File: src/rtl/mem_access_ctrl_pkg.sv
// Shared definitions for the load/store sequencer: funct3 codes, FSM states
// and the acceptance-time fault rule.
package mem_access_ctrl_pkg;

  localparam logic [2:0] F3_B  = 3'd0;
  localparam logic [2:0] F3_H  = 3'd1;
  localparam logic [2:0] F3_W  = 3'd2;
  localparam logic [2:0] F3_BU = 3'd4;
  localparam logic [2:0] F3_HU = 3'd5;

  typedef enum logic [2:0] {
    ST_IDLE  = 3'd0,
    ST_READ  = 3'd1,
    ST_CAPT  = 3'd2,
    ST_WRITE = 3'd3,
    ST_DONE  = 3'd4
  } state_t;

  // Misalignment or an encoding with no legal meaning for the direction.
  function automatic logic access_fault(input logic       we,
                                        input logic [2:0] func3,
                                        input logic [1:0] addr_lo);
    return ((func3[1:0] == 2'b01) && addr_lo[0])
         || ((func3[1:0] == 2'b10) && (addr_lo != 2'b00))
         || (we && (func3 > 3'd2))
         || (!we && ((func3 == 3'd3) || (func3 == 3'd6) || (func3 == 3'd7)));
  endfunction

endpackage

File: src/rtl/mem_access_ctrl_if.sv
// Core request/response and RAM-side signals of mem_access_ctrl.
// The slave modport is the controller; the master drives requests and RAM data.
interface mem_access_ctrl_if #(parameter int ADDR_W = 8);
  logic              iREQ;
  logic              iWE;
  logic [2:0]        iFUNC3;
  logic [31:0]       iADDR;
  logic [31:0]       iWDATA;
  logic              oREADY;
  logic              oDONE;
  logic              oFAULT;
  logic [31:0]       oRDATA;
  logic              oRAM_CE;
  logic              oRAM_RD;
  logic              oRAM_WR;
  logic [ADDR_W-1:0] oRAM_ADDR;
  logic [31:0]       iRAM_DATA;
  logic [31:0]       oRAM_DATA;

  modport slave (
    input  iREQ, iWE, iFUNC3, iADDR, iWDATA, iRAM_DATA,
    output oREADY, oDONE, oFAULT, oRDATA,
           oRAM_CE, oRAM_RD, oRAM_WR, oRAM_ADDR, oRAM_DATA
  );

  modport master (
    output iREQ, iWE, iFUNC3, iADDR, iWDATA, iRAM_DATA,
    input  oREADY, oDONE, oFAULT, oRDATA,
           oRAM_CE, oRAM_RD, oRAM_WR, oRAM_ADDR, oRAM_DATA
  );
endinterface

File: src/rtl/mem_access_ctrl_lane_align.sv
// Combinational byte-lane steering: store merge into the held RAM word and
// load lane extraction with sign/zero extension.
module mem_lane_align
  import mem_access_ctrl_pkg::*;
(
  input  logic [31:0] i_wdata,
  input  logic [31:0] i_hold,
  input  logic [31:0] i_rword,
  input  logic [1:0]  i_addr_lo,
  input  logic [2:0]  i_func3,
  output logic [31:0] o_wword,
  output logic [31:0] o_rdata
);

  logic [7:0]  w_byte;
  logic [15:0] w_half;

  assign w_byte = i_rword[{i_addr_lo, 3'b000} +: 8];
  assign w_half = i_rword[{i_addr_lo[1], 4'b0000} +: 16];

  // Store merge: only the addressed lane(s) take new data.
  always_comb begin
    o_wword = i_hold;
    case (i_func3[1:0])
      2'b00:   o_wword[{i_addr_lo, 3'b000} +: 8]     = i_wdata[7:0];
      2'b01:   o_wword[{i_addr_lo[1], 4'b0000} +: 16] = i_wdata[15:0];
      2'b10:   o_wword = i_wdata;
      default: o_wword = i_hold;
    endcase
  end

  // Load extract and extend.
  always_comb begin
    o_rdata = 32'h0000_0000;
    case (i_func3)
      F3_B:    o_rdata = {{24{w_byte[7]}}, w_byte};
      F3_H:    o_rdata = {{16{w_half[15]}}, w_half};
      F3_W:    o_rdata = i_rword;
      F3_BU:   o_rdata = {24'h00_0000, w_byte};
      F3_HU:   o_rdata = {16'h0000, w_half};
      default: o_rdata = 32'h0000_0000;
    endcase
  end

endmodule

File: src/rtl/mem_access_ctrl.sv
// Multi-cycle load/store sequencer to a single-port 32-bit RAM: single read,
// single write (SW) or read-modify-write (SB/SH), with fault detection.
module mem_access_ctrl
  import mem_access_ctrl_pkg::*;
#(
  parameter int ADDR_W = 8
) (
  input  logic               iCLK,
  input  logic               iRST,
  mem_access_ctrl_if.slave   bus
);

  state_t            r_state;
  state_t            w_next;
  logic              r_we;
  logic [2:0]        r_func3;
  logic [ADDR_W+1:0] r_addr;
  logic [31:0]       r_wdata;
  logic [31:0]       r_hold;
  logic [31:0]       r_rdata;
  logic              r_fault;

  logic              w_fault;
  logic              w_accept;
  logic [31:0]       w_wword;
  logic [31:0]       w_rdata;

  assign w_fault  = access_fault(bus.iWE, bus.iFUNC3, bus.iADDR[1:0]);
  assign w_accept = bus.iREQ && (r_state == ST_IDLE);

  mem_lane_align u_align (
    .i_wdata   (r_wdata),
    .i_hold    (r_hold),
    .i_rword   (bus.iRAM_DATA),
    .i_addr_lo (r_addr[1:0]),
    .i_func3   (r_func3),
    .o_wword   (w_wword),
    .o_rdata   (w_rdata)
  );

  // State register.
  always_ff @(posedge iCLK) begin
    if (iRST) begin
      r_state <= ST_IDLE;
    end else begin
      r_state <= w_next;
    end
  end

  // Next-state logic.
  always_comb begin
    w_next = r_state;
    case (r_state)
      ST_IDLE: begin
        if (bus.iREQ) begin
          if (w_fault) begin
            w_next = ST_DONE;
          end else if (bus.iWE && (bus.iFUNC3 == F3_W)) begin
            w_next = ST_WRITE;
          end else begin
            w_next = ST_READ;
          end
        end else begin
          w_next = ST_IDLE;
        end
      end
      ST_READ:  w_next = ST_CAPT;
      ST_CAPT: begin
        if (r_we) begin
          w_next = ST_WRITE;
        end else begin
          w_next = ST_DONE;
        end
      end
      ST_WRITE: w_next = ST_DONE;
      ST_DONE:  w_next = ST_IDLE;
      default:  w_next = ST_IDLE;
    endcase
  end

  // Request latches, RMW hold word and load result.
  always_ff @(posedge iCLK) begin
    if (iRST) begin
      r_we    <= 1'b0;
      r_func3 <= 3'd0;
      r_addr  <= '0;
      r_wdata <= 32'h0000_0000;
      r_hold  <= 32'h0000_0000;
      r_rdata <= 32'h0000_0000;
      r_fault <= 1'b0;
    end else if (w_accept) begin
      r_we    <= bus.iWE;
      r_func3 <= bus.iFUNC3;
      r_addr  <= bus.iADDR[ADDR_W+1:0];
      r_wdata <= bus.iWDATA;
      r_fault <= w_fault;
    end else if (r_state == ST_CAPT) begin
      r_hold <= bus.iRAM_DATA;
      // Loads leave CAPT straight into DONE, so the result lands on DONE entry.
      if (!r_we) begin
        r_rdata <= w_rdata;
      end
    end
  end

  // Status and RAM strobe decode from the current state.
  always_comb begin
    bus.oREADY    = (r_state == ST_IDLE);
    bus.oDONE     = (r_state == ST_DONE);
    bus.oFAULT    = (r_state == ST_DONE) && r_fault;
    bus.oRDATA    = r_rdata;
    bus.oRAM_CE   = 1'b0;
    bus.oRAM_RD   = 1'b0;
    bus.oRAM_WR   = 1'b0;
    bus.oRAM_ADDR = '0;
    bus.oRAM_DATA = 32'h0000_0000;
    case (r_state)
      ST_READ: begin
        bus.oRAM_CE   = 1'b1;
        bus.oRAM_RD   = 1'b1;
        bus.oRAM_ADDR = r_addr[ADDR_W+1:2];
      end
      ST_WRITE: begin
        bus.oRAM_CE   = 1'b1;
        bus.oRAM_WR   = 1'b1;
        bus.oRAM_ADDR = r_addr[ADDR_W+1:2];
        bus.oRAM_DATA = w_wword;
      end
      default: begin
        bus.oRAM_CE = 1'b0;
      end
    endcase
  end

endmodule

File: src/flat_wrapper.sv
// flat-port wrapper written by rule: the top's interface ports become plain ports
module mem_access_ctrl_flat import mem_access_ctrl_pkg::*;
#(
  parameter int ADDR_W = 8
)
  (iCLK, iRST, bus_iREQ, bus_iWE, bus_iFUNC3, bus_iADDR, bus_iWDATA, bus_iRAM_DATA, bus_oREADY, bus_oDONE, bus_oFAULT, bus_oRDATA, bus_oRAM_CE, bus_oRAM_RD, bus_oRAM_WR, bus_oRAM_ADDR, bus_oRAM_DATA);
  mem_access_ctrl_if #(.ADDR_W(ADDR_W)) bus_i ();
  input  logic iCLK;
  input  logic iRST;
  input wire logic [$bits(bus_i.iREQ)-1:0] bus_iREQ;
  input wire logic [$bits(bus_i.iWE)-1:0] bus_iWE;
  input wire logic [$bits(bus_i.iFUNC3)-1:0] bus_iFUNC3;
  input wire logic [$bits(bus_i.iADDR)-1:0] bus_iADDR;
  input wire logic [$bits(bus_i.iWDATA)-1:0] bus_iWDATA;
  input wire logic [$bits(bus_i.iRAM_DATA)-1:0] bus_iRAM_DATA;
  output wire logic [$bits(bus_i.oREADY)-1:0] bus_oREADY;
  output wire logic [$bits(bus_i.oDONE)-1:0] bus_oDONE;
  output wire logic [$bits(bus_i.oFAULT)-1:0] bus_oFAULT;
  output wire logic [$bits(bus_i.oRDATA)-1:0] bus_oRDATA;
  output wire logic [$bits(bus_i.oRAM_CE)-1:0] bus_oRAM_CE;
  output wire logic [$bits(bus_i.oRAM_RD)-1:0] bus_oRAM_RD;
  output wire logic [$bits(bus_i.oRAM_WR)-1:0] bus_oRAM_WR;
  output wire logic [$bits(bus_i.oRAM_ADDR)-1:0] bus_oRAM_ADDR;
  output wire logic [$bits(bus_i.oRAM_DATA)-1:0] bus_oRAM_DATA;
  assign bus_i.iREQ = bus_iREQ;
  assign bus_i.iWE = bus_iWE;
  assign bus_i.iFUNC3 = bus_iFUNC3;
  assign bus_i.iADDR = bus_iADDR;
  assign bus_i.iWDATA = bus_iWDATA;
  assign bus_i.iRAM_DATA = bus_iRAM_DATA;
  assign bus_oREADY = bus_i.oREADY;
  assign bus_oDONE = bus_i.oDONE;
  assign bus_oFAULT = bus_i.oFAULT;
  assign bus_oRDATA = bus_i.oRDATA;
  assign bus_oRAM_CE = bus_i.oRAM_CE;
  assign bus_oRAM_RD = bus_i.oRAM_RD;
  assign bus_oRAM_WR = bus_i.oRAM_WR;
  assign bus_oRAM_ADDR = bus_i.oRAM_ADDR;
  assign bus_oRAM_DATA = bus_i.oRAM_DATA;
  mem_access_ctrl #(.ADDR_W(ADDR_W)) u_core (.iCLK(iCLK), .iRST(iRST), .bus(bus_i));
endmodule
File: config.mk
export PLATFORM = sky130hd
export DESIGN_NAME = mem_access_ctrl_flat
export DESIGN_NICKNAME = d
export VERILOG_FILES = /design/src/rtl/mem_access_ctrl_pkg.sv /design/src/rtl/mem_access_ctrl_if.sv /design/src/rtl/mem_access_ctrl_lane_align.sv /design/src/rtl/mem_access_ctrl.sv /design/src/flat_wrapper.sv
export SDC_FILE = /design/constraint.sdc
export NUM_CORES = 1
export LEC_CHECK = 0
export ABC_AREA = 1
export ABC_CLOCK_PERIOD_IN_PS = 3530
export CORE_ASPECT_RATIO = 0.9
export CORE_MARGIN = 3
export CORE_UTILIZATION = 54
export DETAILED_ROUTE_END_ITERATION = 7
export PLACE_DENSITY = 0.87
export SLEW_MARGIN = 20
export SYNTH_ARGS = -nofsm -noshare
export SYNTH_HDL_FRONTEND = slang
export SYNTH_HIERARCHICAL = 1
export SYNTH_SLANG_ARGS = --single-unit
File: constraint.sdc
create_clock -name iCLK -period 3.53 [get_ports iCLK]
set_clock_uncertainty 0.1 [all_clocks]
set_input_delay 0.706 -clock iCLK [delete_from_list [all_inputs] [get_ports iCLK]]
set_output_delay 0.706 -clock iCLK [all_outputs]
set_load 0.01 [all_outputs]
# Word level (Yosys, flattened, before mapping)
# Index checks and enable logic that the tools add are counted.
dict set report op_classes {
  shifts 6
  n_bitwise 2
  n_lt_le_gt_ge 1
  muxes 14
  n_addsub 2
  n_reduce_logical 20
  eq_ne 16
}
# op count
set op_table {}
lappend op_table {{one-hot mux 32 bit (5 select lines)} 1}
lappend op_table {{one-hot mux 32 bit (3 select lines)} 1}
lappend op_table {{bitwise mux 32 bit} 2}
lappend op_table {{two-way mux 32 bit} 1}
lappend op_table {{variable shift 16 x 7 -> 32 bit, first input constant} 1}
lappend op_table {{variable shift 8 x 7 -> 32 bit, first input constant} 1}
lappend op_table {{indexed part select 16 x 7 -> 32 bit} 1}
lappend op_table {{indexed part select 32 x 6 -> 16 bit} 1}
lappend op_table {{indexed part select 32 x 6 -> 8 bit} 1}
lappend op_table {{indexed part select 8 x 7 -> 32 bit} 1}
lappend op_table {{== test 3 x 2 -> 1 bit, second input constant} 5}
lappend op_table {{== test 3 bit, second input constant} 5}
lappend op_table {{negator 5 -> 7 bit} 2}
lappend op_table {{one-hot mux 3 bit (4 select lines)} 1}
lappend op_table {{two-way mux 3 bit} 3}
lappend op_table {{two-way mux 8 bit} 1}
lappend op_table {{logical AND 1 bit} 7}
lappend op_table {{== test 3 x 1 -> 1 bit, second input constant} 2}
lappend op_table {{logical NOT 3 bit} 2}
lappend op_table {{logical OR 1 bit} 5}
lappend op_table {{== test 2 x 1 -> 1 bit, second input constant} 2}
lappend op_table {{== test 2 bit, second input constant} 2}
lappend op_table {{> comparator 3 x 2 -> 1 bit, second input constant} 1}
lappend op_table {{two-way mux 1 bit} 3}
lappend op_table {{8 further kinds} 9}
dict set report totals {
  ff_bits 114
  output_inout_bits 78
  in_bits 103
}

# Depth between registers and ports, before layout
# Gate-level depths: netlist (run 1).
dict set report depth {
  ltp_word 8
  ltp_mapped 12
  depth_no_buf 11
}

# Modules after synthesis
# The synthesis (run 1) kept the hierarchy.
# mod instances cells_each seq_area_each_um2 area_each_um2
set by_module_without_submodules {}
lappend by_module_without_submodules {mem_access_ctrl 1 600 2282.2 4450.5}
lappend by_module_without_submodules {mem_lane_align 1 600 0.0 2494.9}

# Worst setup path before layout (run 1)
# Ideal clock, no wire load.
dict set report synth_path {
  path_type {register to output}
  from {register u_core.r_addr[0]}
  to {output bus_oRAM_DATA[25]}
  path_slack_ns 0.769
  arrival_ns 1.955
  stages_incl_launch_ff 13
  t_required_ns 2.724
  path_cell_list {dfxtp_1 inv_1 clkbuf_1 ha_1 clkinv_1 nand2_1 nor2_1 nand2_1 nand2_1 nand2_1 nand2_1 inv_1 nor2_1}
}
dict set report synth_via {
  elab_chain_cells 5
}
# item line
set synth_rtl {}
lappend synth_rtl {{start, declared} mem_access_ctrl.sv:17} ;# logic [ADDR_W+1:0] r_addr;
lappend synth_rtl {{start signal, assigned} mem_access_ctrl.sv:94} ;# r_addr <= bus.iADDR[ADDR_W+1:0];
lappend synth_rtl {{negator 5 -> 7 bit (*)} mem_access_ctrl_lane_align.sv:25} ;# 2'b00: o_wword[{i_addr_lo, 3'b000} +: 8] = i_wdata[7:0];
lappend synth_rtl {{indexed part select 8 x 7 -> 32 bit / variable shift 8 x 7 -> 32 bit (equally long branches)} mem_access_ctrl_lane_align.sv:25}
lappend synth_rtl {{bitwise mux 32 bit (*)} mem_access_ctrl_lane_align.sv:25}
lappend synth_rtl {{one-hot mux 32 bit (3 select lines) (*)} mem_access_ctrl_lane_align.sv:24} ;# case (i_func3[1:0])
lappend synth_rtl {{via u_core.w_wword[25]} mem_access_ctrl.sv:25} ;# logic [31:0] w_wword;
lappend synth_rtl {{two-way mux 32 bit (*)} mem_access_ctrl.sv:117} ;# case (r_state)
lappend synth_rtl {{end, declared} flat_wrapper.sv:24} ;# output wire logic [$bits(bus_i.oRAM_DATA)-1:0] bus_oRAM_DATA;
# The timed path passes the listed nets; every way through them passes the cells marked *.

# Worst setup path in the final report (run 1)
dict set report layout_path {
  from {register u_core.r_func3[1]}
  to {output bus_oRAM_DATA[5]}
}
dict set report layout_via {
  elab_chain_cells 3
}
# item line
set layout_rtl {}
lappend layout_rtl {{start, declared} mem_access_ctrl.sv:16} ;# logic [2:0] r_func3;
lappend layout_rtl {{start signal, assigned} mem_access_ctrl.sv:93} ;# r_func3 <= bus.iFUNC3;
lappend layout_rtl {{== test 2 bit (tied with other cells)} mem_access_ctrl_lane_align.sv:24}
lappend layout_rtl {{one-hot mux 32 bit (3 select lines) (*)} mem_access_ctrl_lane_align.sv:24}
lappend layout_rtl {{via u_core.w_wword[5]} mem_access_ctrl.sv:25}
lappend layout_rtl {{two-way mux 32 bit (*)} mem_access_ctrl.sv:117}
# Marked as above.

==> impl_metrics.env, run 1 <==
export IMPL_cts_htree_levels=4
export IMPL_drv_slew=0
export IMPL_nets=1448
export IMPL_portBuffers=158
export IMPL_grt_max_degree=73
export IMPL_globalRouteOverflowTotal=0
export IMPL_syn_inst=1200
export IMPL_cpLargestDelayFamily="buffers and inverters"
export IMPL_p_comb_frac=0.171
export IMPL_row_count=38
export IMPL_dpl_cell_count=1473
export IMPL_fin_crit_sh=0.9680
export IMPL_grt_pass1_vias=7393
export IMPL_drt_iter0_drc=1103
export IMPL_fp_dieArea_um2=14260
export IMPL_cts_clk_slew_worst_paths_ns=0.06
export IMPL_setup_viol=0
export IMPL_ir_drop_mv=0.3547
export IMPL_cts_root_buf="clkbuf_16"
export IMPL_final_common_cell="nand2_1"
export IMPL_synthesis_nets=1308
export IMPL_hold_path_class="reg2reg"
export IMPL_cts_buffers_inserted=17
export IMPL_seq_area_frac_synth=0.3286
export IMPL_cp_start_kind="flop"
export IMPL_nFillCells=979
export IMPL_synth_area_um2=6945
export IMPL_cts_hold_buf=0
export IMPL_clock_latency_ns=0.41
export IMPL_slowest_delay_ns=0.54
export IMPL_tightest_slew_ns=1.094
export IMPL_ys_ff_latch=114
export IMPL_critical_path_cell_chain="inv_2, nand2_4, inv_2, buf_4, nand2_1, nand2_1, inv_1, nor2_1, clkdlybuf4s50_1"
export IMPL_p_sw_frac=0.2890
export IMPL_cts_tree="built"
export IMPL_wl_per_cell_um=15.62
export IMPL_grt_antenna_before_repair=0
export IMPL_vias_per_cell=5.364
export IMPL_yosys_cell_types_count=28
export IMPL_die_h_um=113.6
export IMPL_seq_power_share=0.356
export IMPL_grt_usage=0.3234
export IMPL_drc=0
export IMPL_required_ns=2.72
export IMPL_critical_path_arrival_ns=2.61
export IMPL_grt_pass1_wl_mm=37.27
export IMPL_worst_setup_path_end_kind="output pin"
export IMPL_hpwl_mm=16.45
export IMPL_synth_top_area_share=0.3286
export IMPL_synthTopCellsByArea="dfxtp_1 33%, nand2_1 28%, a21oi_1 7.6%"
export IMPL_status="finished clean"
export IMPL_hold_viol=0
export IMPL_p_int_mw=2.788
export IMPL_p_sw_mw=1.134
export IMPL_pin_count=181
export IMPL_clock_power_share=0.472
export IMPL_gp_congestion=1.059
export IMPL_synth_area_leader_cell="dfxtp_1"
export IMPL_wirelength_mm=23.63
export IMPL_cp_num_buf_inv=5
export IMPL_fmax_mhz=292.7
export IMPL_ant_nets=0
export IMPL_slowest_stage="clkdlybuf4s50_1"
export IMPL_synth_avg_cell_area_um2=5.788
export IMPL_maxCapViolCount=0
export IMPL_start_util=0.5640
export IMPL_chipWidth_um=125.5
export IMPL_clockBufferDepth=2
export IMPL_coreArea_um2=12310
export IMPL_finalNonFillerCells=1513
export IMPL_period_needed_ns=3.417
export IMPL_p_leak_nw=4.187
export IMPL_totalPowerFinal_mw=3.922
export IMPL_final_cell_mix="518 x nand2_1, 147 x clkdlybuf4s50_1, 131 x nor2_1"
export IMPL_via_count=8116
export IMPL_drive_gt1_frac=0.07613
export IMPL_finish_utilization=0.7544
export IMPL_synth_warnings=6
export IMPL_crit_type="reg2out"
export IMPL_final_cell_area_um2=9290
export IMPL_slew_headroom=0.2679
export IMPL_cts_sink_count=114
export IMPL_cp_max_fo=20
export IMPL_powerDensity_nw_per_um2=422.2
export IMPL_hold_worst_slack_ns=0.3611
export IMPL_area_delta_synth_final_pct=33.76
export IMPL_firstDrtPassIters=5
export IMPL_diodes=0
export IMPL_postPlaceCellArea_um2=8508
## state kept, by name (all words and copies together), names as in the netlist
signal	cells
u_core/r_func3	3
u_core/r_wdata	32
u_core/r_fault	1
u_core/r_we	1
u_core/r_hold	32
u_core/r_addr	10
u_core/bus.oRDATA	32
u_core/r_state	3
## kinds of logic after synthesis
group / synth area share
compound gates: 0.1039
flops: 0.3286
buf+inv: 0.1279
fa+ha+maj: 0.009007
simple gates: 0.4306
## metal layers
layer  vias to the layer above  global-route usage  share of wire
met5                         -                   0              0
met4                         0              0.1113          0.025
met3                        42             0.09785           0.12
met2                       454              0.5018           0.44
met1                      3665              0.4307           0.41
li1                       3955                   -              -
## timing repair
item,4_1_cts,5_1_grt
setup endpoints to repair,18,32
cloned,0,0
pin swaps,0,2
gates resized for setup,1,26
setup buffers,0,8
## metrics by stage
stage / worst slack [ns] / setup TNS (ns)
5_1_grt: -0.01360 / -0.01360
6_report: 0.1131 / 0
2_1_floorplan: 0.7686 / 0
4_1_cts: -0.07671 / -0.4499
3_5_place_dp: 0.2859 / 0
3_3_place_gp: 0.3330 / 0
## power by group through the flow
stage	combinational (mW)	sequential (mW)	clock, mW
after floorplan	0.403	1.41	0
after global placement	0.616	1.42	0
after detailed placement	0.625	1.42	0
after CTS	0.633	1.39	1.86
after global routing	0.736	1.40	1.93
final	0.672	1.40	1.85
## path summary, 6_finish.rpt
check,cells after the start,start,to,slack (ns)
worst max-delay path,9,u_core/r_func3[1],bus_oRAM_DATA[5],0.11
worst min-delay path,2,u_core/bus.oRDATA[6],u_core/bus.oRDATA[6],0.36
worst max register to register,9,u_core/r_func3[1],u_core/bus.oRDATA[12],1.15
worst min register to register,2,u_core/bus.oRDATA[6],u_core/bus.oRDATA[6],0.36
## tightest hold or removal path, stage by stage, from the launching register on
cell and delay, ns:
dfxtp_1 0.31, nand2_1 0.06, a21oi_1 0.05
## synthesized netlist by cell type, drive strengths merged
cell type and count:
a21oi 106, o22ai 1, nor2 142, inv 135, ha 5, clkinv 1, clkbuf 20, nand4 17
o21ai 13, buf 46, nand2 524, nor3 3, dfxtp 114, a211oi 9, nand3 63, and2 1
## final cells by class
| class | instances | area, um2 | area share |
|---|---|---|---|
| Clock buffer | 18 | 429.2 | 0.04620 |
| Clock inverter | 14 | 201.4 | 0.02168 |
| Inverter | 136 | 518.0 | 0.05576 |
| Multi-Input combinational cell | 884 | 3821 | 0.4113 |
| Sequential cell | 114 | 2282 | 0.2457 |
| Tap cell | 160 | 200.2 | 0.02155 |
| Timing Repair Buffer | 187 | 1838 | 0.1978 |
Note: power is estimated with default switching activity, not from simulation.
==> run 2, diff against run 1 <==
- GPL_ROUTABILITY_DRIVEN: default -> 0
==> impl_metrics.env, run 2 (synthesis results as in run 1) <==
export IMPL_status="finished clean"
export IMPL_portBuffers=158
export IMPL_cts_hold_buf=0
export IMPL_maxCapViolCount=0
export IMPL_grt_antenna_before_repair=0
export IMPL_cp_start_kind="flop"
export IMPL_ant_nets=0
export IMPL_critical_path_cell_chain="inv_1, ha_1, inv_2, nand2_1, nor2_1, nand2_1, nand2_1, nand2_1, nand2_1, inv_1, nor2_1, clkdlybuf4s50_1"
export IMPL_critical_path_arrival_ns=2.60
export IMPL_drive_gt1_frac=0.06914
export IMPL_slew_headroom=0.3874
export IMPL_die_h_um=113.6
export IMPL_grt_pass1_vias=7241
export IMPL_tightest_slew_ns=0.9139
export IMPL_ir_drop_mv=0.3364
export IMPL_finalNonFillerCells=1505
export IMPL_hold_path_class="reg2reg"
export IMPL_cpLargestDelayFamily="buffers and inverters"
export IMPL_cts_htree_levels=4
export IMPL_coreArea_um2=12310
export IMPL_area_delta_synth_final_pct=31.83
export IMPL_final_cell_mix="518 x nand2_1, 156 x clkdlybuf4s50_1, 132 x nor2_1"
export IMPL_drv_slew=0
export IMPL_hold_viol=0
export IMPL_grt_max_degree=64
export IMPL_fin_crit_sh=0.9647
export IMPL_row_count=38
export IMPL_cp_max_fo=8
export IMPL_clockBufferDepth=2
export IMPL_cts_tree="built"
export IMPL_cts_root_buf="clkbuf_16"
export IMPL_wl_per_cell_um=15.13
export IMPL_pin_count=181
export IMPL_dpl_cell_count=1468
export IMPL_clock_latency_ns=0.42
export IMPL_cp_num_buf_inv=4
export IMPL_slowest_delay_ns=0.54
export IMPL_final_common_cell="nand2_1"
export IMPL_fin_ws_ns=0.1246
export IMPL_p_leak_nw=3.963
export IMPL_via_count=8217
export IMPL_vias_per_cell=5.460
export IMPL_diodes=0
export IMPL_firstDrtPassIters=7
export IMPL_start_util=0.5640
export IMPL_required_ns=2.72
export IMPL_cpMostUsedCell="nand2_1"
export IMPL_grt_pass1_wl_mm=35.73
export IMPL_crit_type="reg2out"
export IMPL_cts_clk_slew_worst_paths_ns=0.06
export IMPL_grt_usage=0.3079
export IMPL_worst_setup_path_end_kind="output pin"
export IMPL_wirelength_mm=22.78
export IMPL_nFillCells=1005
export IMPL_totalPowerFinal_mw=3.771
export IMPL_powerDensity_nw_per_um2=411.9
export IMPL_nets=1440
export IMPL_drt_iter0_drc=1184
export IMPL_rsz0062_at_grt="true"
export IMPL_setup_viol=0
export IMPL_cts_sink_count=114
export IMPL_chipWidth_um=125.5
export IMPL_cts_buffers_inserted=17
export IMPL_globalRouteOverflowTotal=0
export IMPL_fp_dieArea_um2=14260
export IMPL_fmax_mhz=293.6
export IMPL_hold_worst_slack_ns=0.3589
export IMPL_hpwl_mm=15.66
export IMPL_post_place_ws_ns=0.3416
export IMPL_slowest_stage="clkdlybuf4s50_1"
export IMPL_period_needed_ns=3.405
export IMPL_drc=0
==> run 2: changes by cell type in the layout (fill, tap and decap cells not counted), moves of 2 or more <==
cell             delta
clkdlybuf4s50_1     +9
dlymetal6s2s_1      -9
buf_4               -8
bufinv_16           -2
inv_1               +2
inv_2               -2
==> run 2: final timing paths <==
path	startpoint	to	slack, ns	cells after the start
max	u_core/r_addr[0]	bus_oRAM_DATA[26]	0.12	12
min	u_core/bus.oRDATA[4]	u_core/bus.oRDATA[4]	0.36	2
max reg2reg	u_core/r_func3[1]	u_core/bus.oRDATA[12]	1.04	9
min reg2reg	u_core/bus.oRDATA[4]	u_core/bus.oRDATA[4]	0.36	2
==> run 2: where the power goes <==
part / leakage (nW) / switching, mW / internal [mW]
registers: 0.928 / 0.0589 / 1.34
clock network: 0.278 / 0.667 / 1.05
logic: 2.76 / 0.408 / 0.247
total: 3.96 / 1.13 / 2.64
==> run 2: metrics by stage <==
step           setup TNS, ns  area [um2]  utilization
2_1_floorplan              0        6945            -
3_3_place_gp               0        8479       0.6886
3_5_place_dp               0        8479       0.6886
4_1_cts                    0        9067       0.7363
5_1_grt              -0.1032        9156       0.7435
6_report                   0        9156       0.7435
==> run 2: routing by layer <==
metal  GRT usage  up-vias  part of all wire
met3     0.09223       88              0.12
met1      0.4102     3639              0.40
met5           0        -                 0
met2      0.4833      551              0.44
li1            -     3939                 -
met4     0.09682        0             0.031
==> run 2: repair_timing <==
action / in CTS / in global routing
pin swaps: 0 / 1
setup endpoints to repair: 8 / 28
resized for setup: 2 / 14
buffers inserted: 0 / 5
==> run 2: worst reg2reg max path: cells and delay by family (launching register included) <==
family	cells	cell delay, ns
AO/OA/AOI/OAI	2	0.55
buffers and inverters	3	0.44
flip-flops	1	0.55
AND/OR/NAND/NOR	4	0.79
==> run 2: area by class of cell <==
cell class	instances	area, um2	share of cell area
Clock buffer	18	429.2	0.04687
Clock inverter	14	153.9	0.01681
Inverter	136	516.7	0.05644
Multi-Input combinational cell	884	3809	0.4160
Sequential cell	114	2283	0.2494
Tap cell	160	200.2	0.02186
Timing Repair Buffer	179	1764	0.1927
==> run 3, diff against run 2 <==
--- a/config.mk
+++ b/config.mk
@@ -14,5 +14,5 @@
 export GPL_ROUTABILITY_DRIVEN = 0
 export PLACE_DENSITY = 0.87
-export SLEW_MARGIN = 20
+export REMOVE_ABC_BUFFERS = 1
 export SYNTH_ARGS = -nofsm -noshare
 export SYNTH_HDL_FRONTEND = slang
==> constraint.sdc (replaced) <==
create_clock -name iCLK -period 3.53 [get_ports iCLK]
set_clock_uncertainty 0.1 [all_clocks]
set_input_delay 1.059 -clock iCLK [delete_from_list [all_inputs] [get_ports iCLK]]
set_output_delay 1.059 -clock iCLK [all_outputs]
set_load 0.01 [all_outputs]
==> impl_metrics.env, run 3 (synthesis results as in run 1) <==
export IMPL_chipWidth_um=125.5
export IMPL_cts_root_buf="clkbuf_16"
export IMPL_cts_clk_slew_worst_paths_ns=0.05
export IMPL_rr_startpoint="u_core/r_state[2]"
export IMPL_hold_viol=0
export IMPL_coreArea_um2=12310
export IMPL_required_ns=2.37
export IMPL_portBuffers=158
export IMPL_violations="DRC"
export IMPL_drc=1
export IMPL_grt_usage=0.2957
export IMPL_grt_pass1_vias=7480
export IMPL_ir_drop_mv=0.3300
export IMPL_drt_iter0_drc=1047
export IMPL_hold_path_class="reg2reg"
export IMPL_critical_path_arrival_ns=2.25
export IMPL_tightest_slew_ns=0.8318
export IMPL_cts_htree_levels=4
export IMPL_vias_per_cell=5.400
export IMPL_die_h_um=113.6
export IMPL_min_from="u_core/bus.oRDATA[9]"
export IMPL_reg2reg_slack_ns=1.30
export IMPL_pin_count=181
export IMPL_crit_type="reg2out"
export IMPL_powerDensity_nw_per_um2=409.3
export IMPL_clock_latency_ns=0.41
export IMPL_final_common_cell="nand2_1"
export IMPL_globalRouteOverflowTotal=0
export IMPL_clockBufferDepth=2
export IMPL_setup_viol=0
export IMPL_final_cell_mix="518 x nand2_1, 132 x nor2_1, 125 x clkdlybuf4s50_1, 125 x inv_1, 111 x dfxtp_1"
export IMPL_totalPowerFinal_mw=3.795
export IMPL_via_count=8154
export IMPL_cp_start_kind="flop"
export IMPL_firstDrtPassIters=8
export IMPL_rr_endpoint="u_core/bus.oRDATA[3]"
export IMPL_hpwl_mm=14.09
export IMPL_cts_sink_count=114
export IMPL_cts_tree="built"
export IMPL_cp_max_fo=6
export IMPL_drv_slew=0
export IMPL_row_count=38
export IMPL_grt_max_degree=68
export IMPL_hold_worst_slack_ns=0.3597
export IMPL_drive_gt1_frac=0.07407
export IMPL_maxCapViolCount=0
export IMPL_start_util=0.5640
export IMPL_fmax_mhz=293.7
export IMPL_grt_antenna_before_repair=0
export IMPL_wl_per_cell_um=14.17
export IMPL_wirelength_mm=21.40
export IMPL_p_leak_nw=4.370
export IMPL_period_needed_ns=3.404
export IMPL_fin_crit_sh=0.9644
export IMPL_ant_nets=0
export IMPL_grt_pass1_wl_mm=35.13
export IMPL_rr_worst_depth=7
export IMPL_diodes=0
export IMPL_area_delta_synth_final_pct=33.51
export IMPL_nets=1445
export IMPL_status="finished with violations"
export IMPL_worst_setup_path_end_kind="output pin"
export IMPL_slew_headroom=0.4424
export IMPL_cts_hold_buf=0
export IMPL_final_setup_tns_ns=0
export IMPL_whs_endpoint="u_core/bus.oRDATA[9]"
export IMPL_worstHoldPathCells=2
export IMPL_cts_buffers_inserted=17
export IMPL_fp_dieArea_um2=14260
-- run 3: changes by cell type in the layout (fill, tap and decap cells not counted), moves of 4 or more --
| cell | delta |
|---|---|
| inv_6 | -4 |
| dlygate4sd2_1 | +15 |
| clkdlybuf4s50_1 | -31 |
| dlymetal6s2s_1 | +15 |
-- run 3: worst max-delay path by stage --
stage                          start                end  slack (ns)  cells after the start
detailed placement  u_core/r_addr[1]  bus_oRAM_DATA[21]        0.10                      8
floorplan           u_core/r_addr[1]  bus_oRAM_DATA[25]        0.02                     11
global route        u_core/r_addr[1]  bus_oRAM_DATA[24]      -0.008                     13
finish              u_core/r_addr[1]  bus_oRAM_DATA[24]        0.13                     13
global placement    u_core/r_addr[1]  bus_oRAM_DATA[26]        0.16                      8
CTS                 u_core/r_addr[1]  bus_oRAM_DATA[12]       0.002                     12
-- run 3: power breakdown --
part	internal [mW]	switching [mW]	total, mW
Sequential	1.35	0.0487	1.39
Clock	1.14	0.597	1.74
Combinational	0.258	0.401	0.659
Total	2.75	1.05	3.80
-- run 3: cell type report --
cell class / instances / area (um2)
clock inverter: 9 / 130.1
inverter: 136 / 516.7
clock buffer: 23 / 467.9
timing repair buffer: 184 / 1846
multi-input combinational: 884 / 3824
fill: 971 / 3042
sequential: 114 / 2288
tap: 160 / 200.2
-- run 3: repair_timing --
action | in CTS | in global routing
gates resized for setup | 32 | 23
pin swaps | 1 | 1
buffers inserted | 1 | 4
endpoints found under the setup margin | 32 | 18
cloned | 0 | 1
-- run 3: stage by stage --
| stage | cell area [um2] | util | setup WS [ns] | instances |
|---|---|---|---|---|
| floorplan | 6568 | - | 0.02079 | 1134 |
| global placement | 8522 | 0.6920 | 0.1585 | 1472 |
| detailed placement | 8522 | 0.6920 | 0.1004 | 1472 |
| CTS | 9166 | 0.7444 | 0.001993 | 1505 |
| global route | 9273 | 0.7530 | -0.007999 | 1510 |
| finish | 9273 | 0.7530 | 0.1256 | 1510 |
-- run 3: layer usage --
metal  track usage  part of all wire  up-vias
met1        0.3788              0.40     3692
met4        0.1120             0.030        0
met2        0.4907              0.46      451
li1              -                 -     3946
met5             0                 0        -
met3       0.06554              0.10       65
-- run 3: critical path, stage by stage (launching register included) --
cell	delay, ns
dfxtp_4	0.39
inv_4	0.08
ha_1	0.22
inv_2	0.11
buf_4	0.13
nand2_1	0.09
nor2_2	0.15
nand2_1	0.09
nand2_1	0.06
nand2_1	0.04
nand2_1	0.06
inv_1	0.03
nor2_1	0.08
dlygate4sd2_1	0.29
